### config.mk
export PLATFORM = sky130hd
export DESIGN_NAME = qbert_jump_ctrl
export DESIGN_NICKNAME = d
export VERILOG_FILES = /design/src/rtl/qbert_pkg.sv /design/src/rtl/qb_cube_map.sv /design/src/rtl/qbert_jump_ctrl.sv
export SDC_FILE = /design/constraint.sdc
export NUM_CORES = 1
export LEC_CHECK = 0
export ABC_AREA = 1
export ABC_CLOCK_PERIOD_IN_PS = 5400
export CORE_ASPECT_RATIO = 1.2
export CORE_UTILIZATION = 25
export DETAILED_ROUTE_END_ITERATION = 16
export PLACE_DENSITY = 0.47
export REMOVE_ABC_BUFFERS = 1
export SETUP_SLACK_MARGIN = 0.5
export SLEW_MARGIN = 20
export SYNTH_ARGS = -nofsm -noshare
export SYNTH_HDL_FRONTEND = slang
export SYNTH_SLANG_ARGS = --single-unit
### constraint.sdc
create_clock -name clk -period 5.4 [get_ports clk]
set_input_delay 1.08 -clock clk [delete_from_list [all_inputs] [get_ports clk]]
set_output_delay 1.08 -clock clk [all_outputs]
set_load 0.01 [all_outputs]
### src/rtl/qbert_pkg.sv
`default_nettype none
// ============================================================================
//  Module      : qbert_pkg
//  Description : Shared definitions for the Q*bert jump controller: jump
//                code encoding, pyramid edge masks (1-based cube numbers,
//                bit 0 = TOP) and the pyramid size helper.
//  Revision    : 1.0  initial release
// ============================================================================
package qbert_pkg;

    localparam int N_ROWS_DEF = 7;

    typedef enum logic [2:0] {
        JMP_NONE   = 3'd0,
        DOWN_RIGHT = 3'd1,
        DOWN_LEFT  = 3'd2,
        UP_RIGHT   = 3'd3,
        UP_LEFT    = 3'd4
    } jump_code_e;

    localparam logic [31:0] TOP = 32'h0000_0001;

    // Right edge (k = 1)
    localparam logic [31:0] R02 = 32'h0000_0002;
    localparam logic [31:0] R04 = 32'h0000_0008;
    localparam logic [31:0] R07 = 32'h0000_0040;
    localparam logic [31:0] R11 = 32'h0000_0400;
    localparam logic [31:0] R16 = 32'h0000_8000;
    localparam logic [31:0] R22 = 32'h0020_0000;

    // Left edge (k = r)
    localparam logic [31:0] L03 = 32'h0000_0004;
    localparam logic [31:0] L06 = 32'h0000_0020;
    localparam logic [31:0] L10 = 32'h0000_0200;
    localparam logic [31:0] L15 = 32'h0000_4000;
    localparam logic [31:0] L21 = 32'h0010_0000;
    localparam logic [31:0] L28 = 32'h0800_0000;

    function automatic int cube_count(input int rows);
        return rows * (rows + 1) / 2;
    endfunction

endpackage
`default_nettype wire

### src/rtl/qb_cube_map.sv
`default_nettype none
// ============================================================================
//  Module      : qb_cube_map
//  Description : Combinational (row, k) to one-hot cube decoder.
//                Cube index = r(r-1)/2 + k - 1. Coordinates outside the
//                pyramid decode to all zeros.
//  Ports       : row  - row number, 1..N_ROWS
//                k    - index within row, 1..row
//                cube - one-hot cube vector
//  Revision    : 1.0  initial release
// ============================================================================
module qb_cube_map
    import qbert_pkg::*;
#(
    parameter int N_ROWS = N_ROWS_DEF,
    parameter int N_CUBE = cube_count(N_ROWS)
) (
    input  logic [3:0]        row,
    input  logic [3:0]        k,
    output logic [N_CUBE-1:0] cube
);

    logic [7:0] row8;
    logic [7:0] k8;
    logic [7:0] idx;
    logic       valid;

    always_comb begin
        row8  = {4'd0, row};
        k8    = {4'd0, k};
        idx   = ((row8 * (row8 - 8'd1)) >> 1) + k8 - 8'd1;
        valid = (row8 >= 8'd1) && (row8 <= 8'(N_ROWS)) &&
                (k8 >= 8'd1) && (k8 <= row8);
        cube  = '0;
        for (int i = 0; i < N_CUBE; i++) begin
            if (valid && (idx == 8'(i))) begin
                cube[i] = 1'b1;
            end
        end
    end

endmodule
`default_nettype wire

### src/rtl/qbert_jump_ctrl.sv
`default_nettype none
// ============================================================================
//  Module      : qbert_jump_ctrl
//  Description : Issues jump commands to the Q*bert display layer, tracks
//                the current cube, the visited mask and the win condition.
//  Ports       : clk, reset (async, active-low)
//                game_run, dir_req, done_move_qb   - request / layer status
//                e_respawn, e_restart, sc_arrive   - placement events
//                position_qb, e_next_qb            - current / target cube
//                e_jump_qb, e_bad_jump             - jump command to layer
//                cube_visited, win_qb, jump_err    - progress and status
//  Revision    : 1.0  initial release
// ============================================================================
module qbert_jump_ctrl
    import qbert_pkg::*;
#(
    parameter int  N_ROWS        = N_ROWS_DEF,
    parameter int  START_TIMEOUT = 1024,
    localparam int N_CUBE        = cube_count(N_ROWS)
) (
    input  logic              clk,
    input  logic              reset,
    input  logic              game_run,
    input  logic [2:0]        dir_req,
    input  logic              done_move_qb,
    input  logic              e_respawn,
    input  logic              e_restart,
    input  logic              sc_arrive,
    output logic [N_CUBE-1:0] position_qb,
    output logic [N_CUBE-1:0] e_next_qb,
    output logic [2:0]        e_jump_qb,
    output logic              e_bad_jump,
    output logic [N_CUBE-1:0] cube_visited,
    output logic              win_qb,
    output logic              jump_err
);

    localparam int                 CNT_W    = $clog2(START_TIMEOUT);
    localparam logic [CNT_W-1:0]   CNT_LAST = CNT_W'(START_TIMEOUT - 1);
    localparam logic [N_CUBE-1:0]  TOP_CUBE = N_CUBE'(TOP);
    localparam logic signed [3:0]  ROWS_S   = 4'(N_ROWS);

    localparam logic [1:0] S_IDLE       = 2'd0;
    localparam logic [1:0] S_ISSUE      = 2'd1;
    localparam logic [1:0] S_WAIT_START = 2'd2;
    localparam logic [1:0] S_WAIT_END   = 2'd3;

    logic [1:0]        state_q, state_d;
    logic [3:0]        row_q, k_q;
    logic [3:0]        tgt_row_q, tgt_k_q;
    logic              on_board_q;
    logic [CNT_W-1:0]  cnt_q;

    logic signed [3:0] r_s, k_s, nr, nk;
    logic              code_ok, tgt_bad, start, timeout;
    logic [N_CUBE-1:0] cur_cube, tgt_cube;

    // Target coordinates. 4-bit signed wrap (7+1 -> -8) still lands below 1,
    // so an overflow past the bottom row is caught by the same range test.
    always_comb begin
        r_s     = signed'(row_q);
        k_s     = signed'(k_q);
        nr      = r_s;
        nk      = k_s;
        code_ok = 1'b1;
        case (dir_req)
            DOWN_RIGHT: nr = r_s + 4'sd1;
            DOWN_LEFT: begin
                nr = r_s + 4'sd1;
                nk = k_s + 4'sd1;
            end
            UP_RIGHT: begin
                nr = r_s - 4'sd1;
                nk = k_s - 4'sd1;
            end
            UP_LEFT:  nr = r_s - 4'sd1;
            // Codes 0 and 5..7 carry no direction and never start a jump
            default:  code_ok = 1'b0;
        endcase
        tgt_bad = (nr < 4'sd1) || (nr > ROWS_S) || (nk < 4'sd1) || (nk > nr);
    end

    qb_cube_map #(.N_ROWS(N_ROWS), .N_CUBE(N_CUBE)) u_cur_map (
        .row  (row_q),
        .k    (k_q),
        .cube (cur_cube)
    );

    qb_cube_map #(.N_ROWS(N_ROWS), .N_CUBE(N_CUBE)) u_tgt_map (
        .row  (nr),
        .k    (nk),
        .cube (tgt_cube)
    );

    assign start   = game_run && code_ok && done_move_qb && on_board_q &&
                     !sc_arrive && !e_respawn && !e_restart;
    assign timeout = (cnt_q == CNT_LAST);

    // State register
    always_ff @(posedge clk or negedge reset) begin
        if (!reset) state_q <= S_IDLE;
        else        state_q <= state_d;
    end

    // Next-state logic
    always_comb begin
        state_d = state_q;
        if (e_restart || e_respawn) begin
            state_d = S_IDLE;
        end else begin
            case (state_q)
                S_IDLE:       if (start) state_d = S_ISSUE;
                S_ISSUE:      state_d = S_WAIT_START;
                S_WAIT_START: begin
                    if (!done_move_qb) state_d = S_WAIT_END;
                    else if (timeout)  state_d = S_IDLE;
                end
                S_WAIT_END:   if (done_move_qb) state_d = S_IDLE;
                default:      state_d = S_IDLE;
            endcase
        end
    end

    // Output decode: off-board is carried by a flag, not by row/k
    assign position_qb = on_board_q ? cur_cube : '0;

    // Registered jump outputs and position bookkeeping. The jump command is
    // loaded on the request edge so it is already visible during ISSUE.
    always_ff @(posedge clk or negedge reset) begin
        if (!reset) begin
            row_q        <= 4'd1;
            k_q          <= 4'd1;
            tgt_row_q    <= 4'd1;
            tgt_k_q      <= 4'd1;
            on_board_q   <= 1'b1;
            cnt_q        <= '0;
            e_next_qb    <= TOP_CUBE;
            e_jump_qb    <= 3'd0;
            e_bad_jump   <= 1'b0;
            cube_visited <= TOP_CUBE;
            win_qb       <= 1'b0;
            jump_err     <= 1'b0;
        end else begin
            win_qb <= win_qb | (&cube_visited);
            if (e_restart || e_respawn) begin
                row_q      <= 4'd1;
                k_q        <= 4'd1;
                on_board_q <= 1'b1;
                e_next_qb  <= TOP_CUBE;
                e_jump_qb  <= 3'd0;
                e_bad_jump <= 1'b0;
                if (e_restart) begin
                    cube_visited <= TOP_CUBE;
                    win_qb       <= 1'b0;
                    jump_err     <= 1'b0;
                end
            end else begin
                case (state_q)
                    S_IDLE: begin
                        if (sc_arrive) begin
                            row_q      <= 4'd1;
                            k_q        <= 4'd1;
                            on_board_q <= 1'b1;
                            e_next_qb  <= TOP_CUBE;
                        end else if (start) begin
                            e_jump_qb  <= dir_req;
                            e_bad_jump <= tgt_bad;
                            e_next_qb  <= tgt_bad ? '0 : tgt_cube;
                            tgt_row_q  <= nr;
                            tgt_k_q    <= nk;
                        end
                    end
                    S_ISSUE: cnt_q <= '0;
                    S_WAIT_START: begin
                        if (done_move_qb && timeout) begin
                            jump_err   <= 1'b1;
                            e_jump_qb  <= 3'd0;
                            e_bad_jump <= 1'b0;
                            e_next_qb  <= position_qb;
                        end else begin
                            cnt_q <= cnt_q + 1'b1;
                        end
                    end
                    S_WAIT_END: begin
                        if (done_move_qb) begin
                            // e_next_qb already equals the new position
                            // (target cube, or zero for a bad jump)
                            if (e_bad_jump) begin
                                on_board_q <= 1'b0;
                            end else begin
                                row_q        <= tgt_row_q;
                                k_q          <= tgt_k_q;
                                cube_visited <= cube_visited | e_next_qb;
                            end
                            e_jump_qb  <= 3'd0;
                            e_bad_jump <= 1'b0;
                        end
                    end
                    default: ;
                endcase
            end
        end
    end

endmodule
`default_nettype wire

==> results.md <==
* Area grow syn2layout at 54.9%
* H-tree depth at 3
* Pint at roughly 2800 uW
* CTS tree: yes
* Maxcap violations at 0
* Pleak at between 0.005 and 0.006 uW
* Crit path DAT at 5.06 ns
* WL/cell at 14.2 um
* Async SR Flop Fraction at 100%
* Final Skew at between 0.01 and 0.015 ns
* First-pass GRT wire length at around 38000 um
* Yosys cell types at 48
* Slowest CP cell: fa_1
* Endpoint, Worst Hold: tgt_row_q[3]
* Relative slew slack at 33.3%
* Min Tclk post-route at 6.14 ns
* Via Count at between 7000 and 8000
* Number of buffers and inverters on the critical path at 7
* Clk pwr share at around 14%
* Clock Pin Slew Worst Setup and Hold Paths at ~0.07 ns
* Reg power frac at approximately 17%
* Core Area at roughly 30000 um2
* Residual DRC at 0
* Vias/cell at between 4 and 5
* Total chip power at between 4000 and 5000 uW
* Fin nets at around 1400
* Final worst slack at -0.741 ns
* Initial core utilization at between 20% and 30%
* Routability cong. at approximately 0.83
* WL final at approximately 24000 um
* Die height at 192 um
* Die area at 30700 um2
* Worst Path Max Fanout at 4
* IO Port Bufs at between 90 and 100
* Pre-CTS setup slack at -1.56 ns
* Synth top area cells: dfrtp_1 (28%), nand2_1 (11%), ha_1 (10%)
* Yosys top cell area share at between 20% and 30%
* I/O pin total at 100
* Mux contribution to synthesized area at 0%
* Worst Setup End Kind: output pin
* CTS root buffer: clkbuf_16
* CP Data Required Time at roughly 4.3 ns
* Main combinational cell family by area after synthesis: simple AND/OR/NAND/NOR gates
* Gate power share at between 60% and 70%
* Grt ovf at 0
* Number of global-route vias before repair at 7482
* Simple-gate share of the synthesized area at between 20 and 30%
* Synth Area in Compound Gates at between 10% and 20%
* Ant diodes at 0
* Final setup violation count at 56
* Unrepaired setup endpoints after global routing: yes
* Reg2reg start: r_s[0]
* Dpl cell area at about 10000 um2
* Row cnt at slightly below 70
* Remaining antenna violation count at 0
* Clk_lat worst skew at about 0.36 ns
* HP Class: register to register
* Hold Fails Final Rpt at 0
* Syn avg cell area at just over 7 um2
* Power Dens Cells at roughly 420 nW/um2
* Post-Synth Adder-Cell Area at roughly 16%
* NetSw at 2080 uW
* Syn. warnings at 0
* Clk sink count at around 90
* GRT Total Usage at between 10% and 20%
* Post-synth EDFFs at 0
* Post-DP HPWL at 18500 um
* CP startpoint kind: register
* Reg2Reg Setup Slack at -0.36 ns
* R2R cell count at 31
* Layout cell share with drive strength beyond 1 at about 36%
* Area leader, netlist: dfrtp_1
* Largest net degree at the start of global routing at 65
* CTS Buffer Depth at 2
* HP Start: tgt_row_q[3]
* Cts bufs inserted at 9
* Cells after synthesis at between 1000 and 1500
* Final Instance Area at 11600 um2
* Synth cell count leaders: nand2_1 (216), inv_1 (188), nor2_1 (104)
* Least-Margin Pin Slew at between 0.9 and 1 ns
* Synth Area in XOR/XNOR at 2.34%
* Top Family by Delay on Critical Path: adder cells
* RR Endpoint: e_next_qb[16]
* Peak supply drop at approximately 300 uV
* Seq/Total Area, Yosys at between 30% and 40%
* Final Cycle Share at 114%
* Switching part of the total power at around 43%
* Initial DRC Count at ~320
* Initial antenna violation count at 0
* Worst Hold Path Cells at 2
* Max stage delay on crit path at ~0.59 ns
* Drt pass-1 iters at 4
* Slew Viols, Final at 0
* Synth Cell Area at about 7500 um2
* Violated checks: setup timing
* Most common cell in the netlist: nand2_1
* Most frequent CP cell: ha_4
* Die width at ~160 um
* CP Class: register to output pin
* Post-synthesis register bit count at 91
* Fmax at 0.163 GHz
* Status: complete, but fails checks
* Ys flop type: dfrtp_1
## cells by family (layout without fill, tap and decap cells)
| kind of cell | count (synthesis) | in the layout |
|---|---|---|
| simple gates | 490 | 490 |
| flops | 91 | 91 |
| buf+inv | 211 | 494 |
| other cells | 2 | 2 |
| xor+xnor | 20 | 20 |
| fa+ha+maj | 82 | 82 |
| compound gates | 140 | 140 |
## layout by cell type (no fill, tap or decap), types with 7 or more instances in the layout
cell type	n
a21boi_2	9
a21oi_1	50
a21oi_2	12
buf_2	16
buf_4	176
buf_6	23
clkbuf_16	10
clkdlybuf4s50_1	67
dfrtp_1	83
dfstp_2	7
fa_1	17
ha_1	41
ha_4	18
inv_1	166
inv_2	19
nand2_1	169
nand2_2	37
nand2_4	19
nand3_1	44
nand3_2	14
nand3_4	9
nand4_1	22
nor2_1	80
nor2_2	13
nor2_4	15
nor3_1	17
nor4_1	7
o21ai_0	36
or2_2	26
xor2_1	10
## worst max-delay path by stage
| stage | slack, ns | depth (start not counted) | endpoint | from |
|---|---|---|---|---|
| floorplan | -0.97 | 29 | e_next_qb[26] | dir_req[0] |
| finish | -0.74 | 25 | position_qb[2] | r_s[0] |
| detailed placement | -1.56 | 30 | e_next_qb[16] | dir_req[0] |
| global route | -0.88 | 28 | position_qb[2] | r_s[0] |
| global placement | -1.52 | 32 | e_next_qb[19] | dir_req[0] |
| CTS | -0.79 | 25 | position_qb[3] | r_s[0] |
## layer usage
metal,vias to the layer above,part of all wire (%),wire length (um),track usage [%]
met5,-,0,0,0
met4,0,2.4,588,6.12
li1,3856,-,-,-
met1,3600,43,10400,18.6
met2,129,52,12500,29.0
met3,35,2.8,682,1.99
## power groups by stage
| stage | Sequential, uW | Combinational (uW) | Clock [uW] |
|---|---|---|---|
| after floorplan | 844 | 1280 | 0 |
| after global placement | 839 | 2480 | 0 |
| after detailed placement | 840 | 2500 | 0 |
| after CTS | 828 | 3120 | 690 |
| after global routing | 837 | 3650 | 713 |
| final | 827 | 3340 | 672 |
## final cells by class
cell class,count,area [um2]
Inverter,191,729
Fill cell,3058,17900
Clock buffer,11,243
Tap cell,390,488
Multi-Input combinational cell,734,5370
Timing Repair Buffer,287,2430
Sequential cell,91,2290
Clock inverter,5,61.3
## per-stage QoR
step / hold slack, ns / util [%] / cells / TNS, ns
floorplan: 0.454 / - / 1016 / -39.35
global placement: 0.472 / 34.0 / 1658 / -67.99
detailed placement: 0.478 / 34.0 / 1658 / -68.71
CTS: 0.492 / 37.7 / 1700 / -30.47
global route: 0.510 / 39.3 / 1709 / -41.53
finish: 0.490 / 39.3 / 1709 / -29.85
## state kept, by name, summed over array words and instances (netlist names)
signal        cells
k_q               4
r_s               4
e_bad_jump        1
e_jump_qb         3
win_qb            1
tgt_k_q           4
jump_err          1
state_q           2
cube_visited     28
e_next_qb        28
cnt_q            10
on_board_q        1
tgt_row_q         4
## tightest hold or removal path: stages, from the launching register on
cell and delay [ns]:
dfrtp_1 0.35, nand2_1 0.05, o21ai_0 0.05
## what timing repair did
action                     in CTS  in global routing
setup endpoints to repair      56                 56
gates resized for setup       291                102
buffers inserted               24                  9
pin swaps                      98                 73
gates cloned                    2                  0
hold buffers                    0                  0
(Power assumes the default switching activity.)
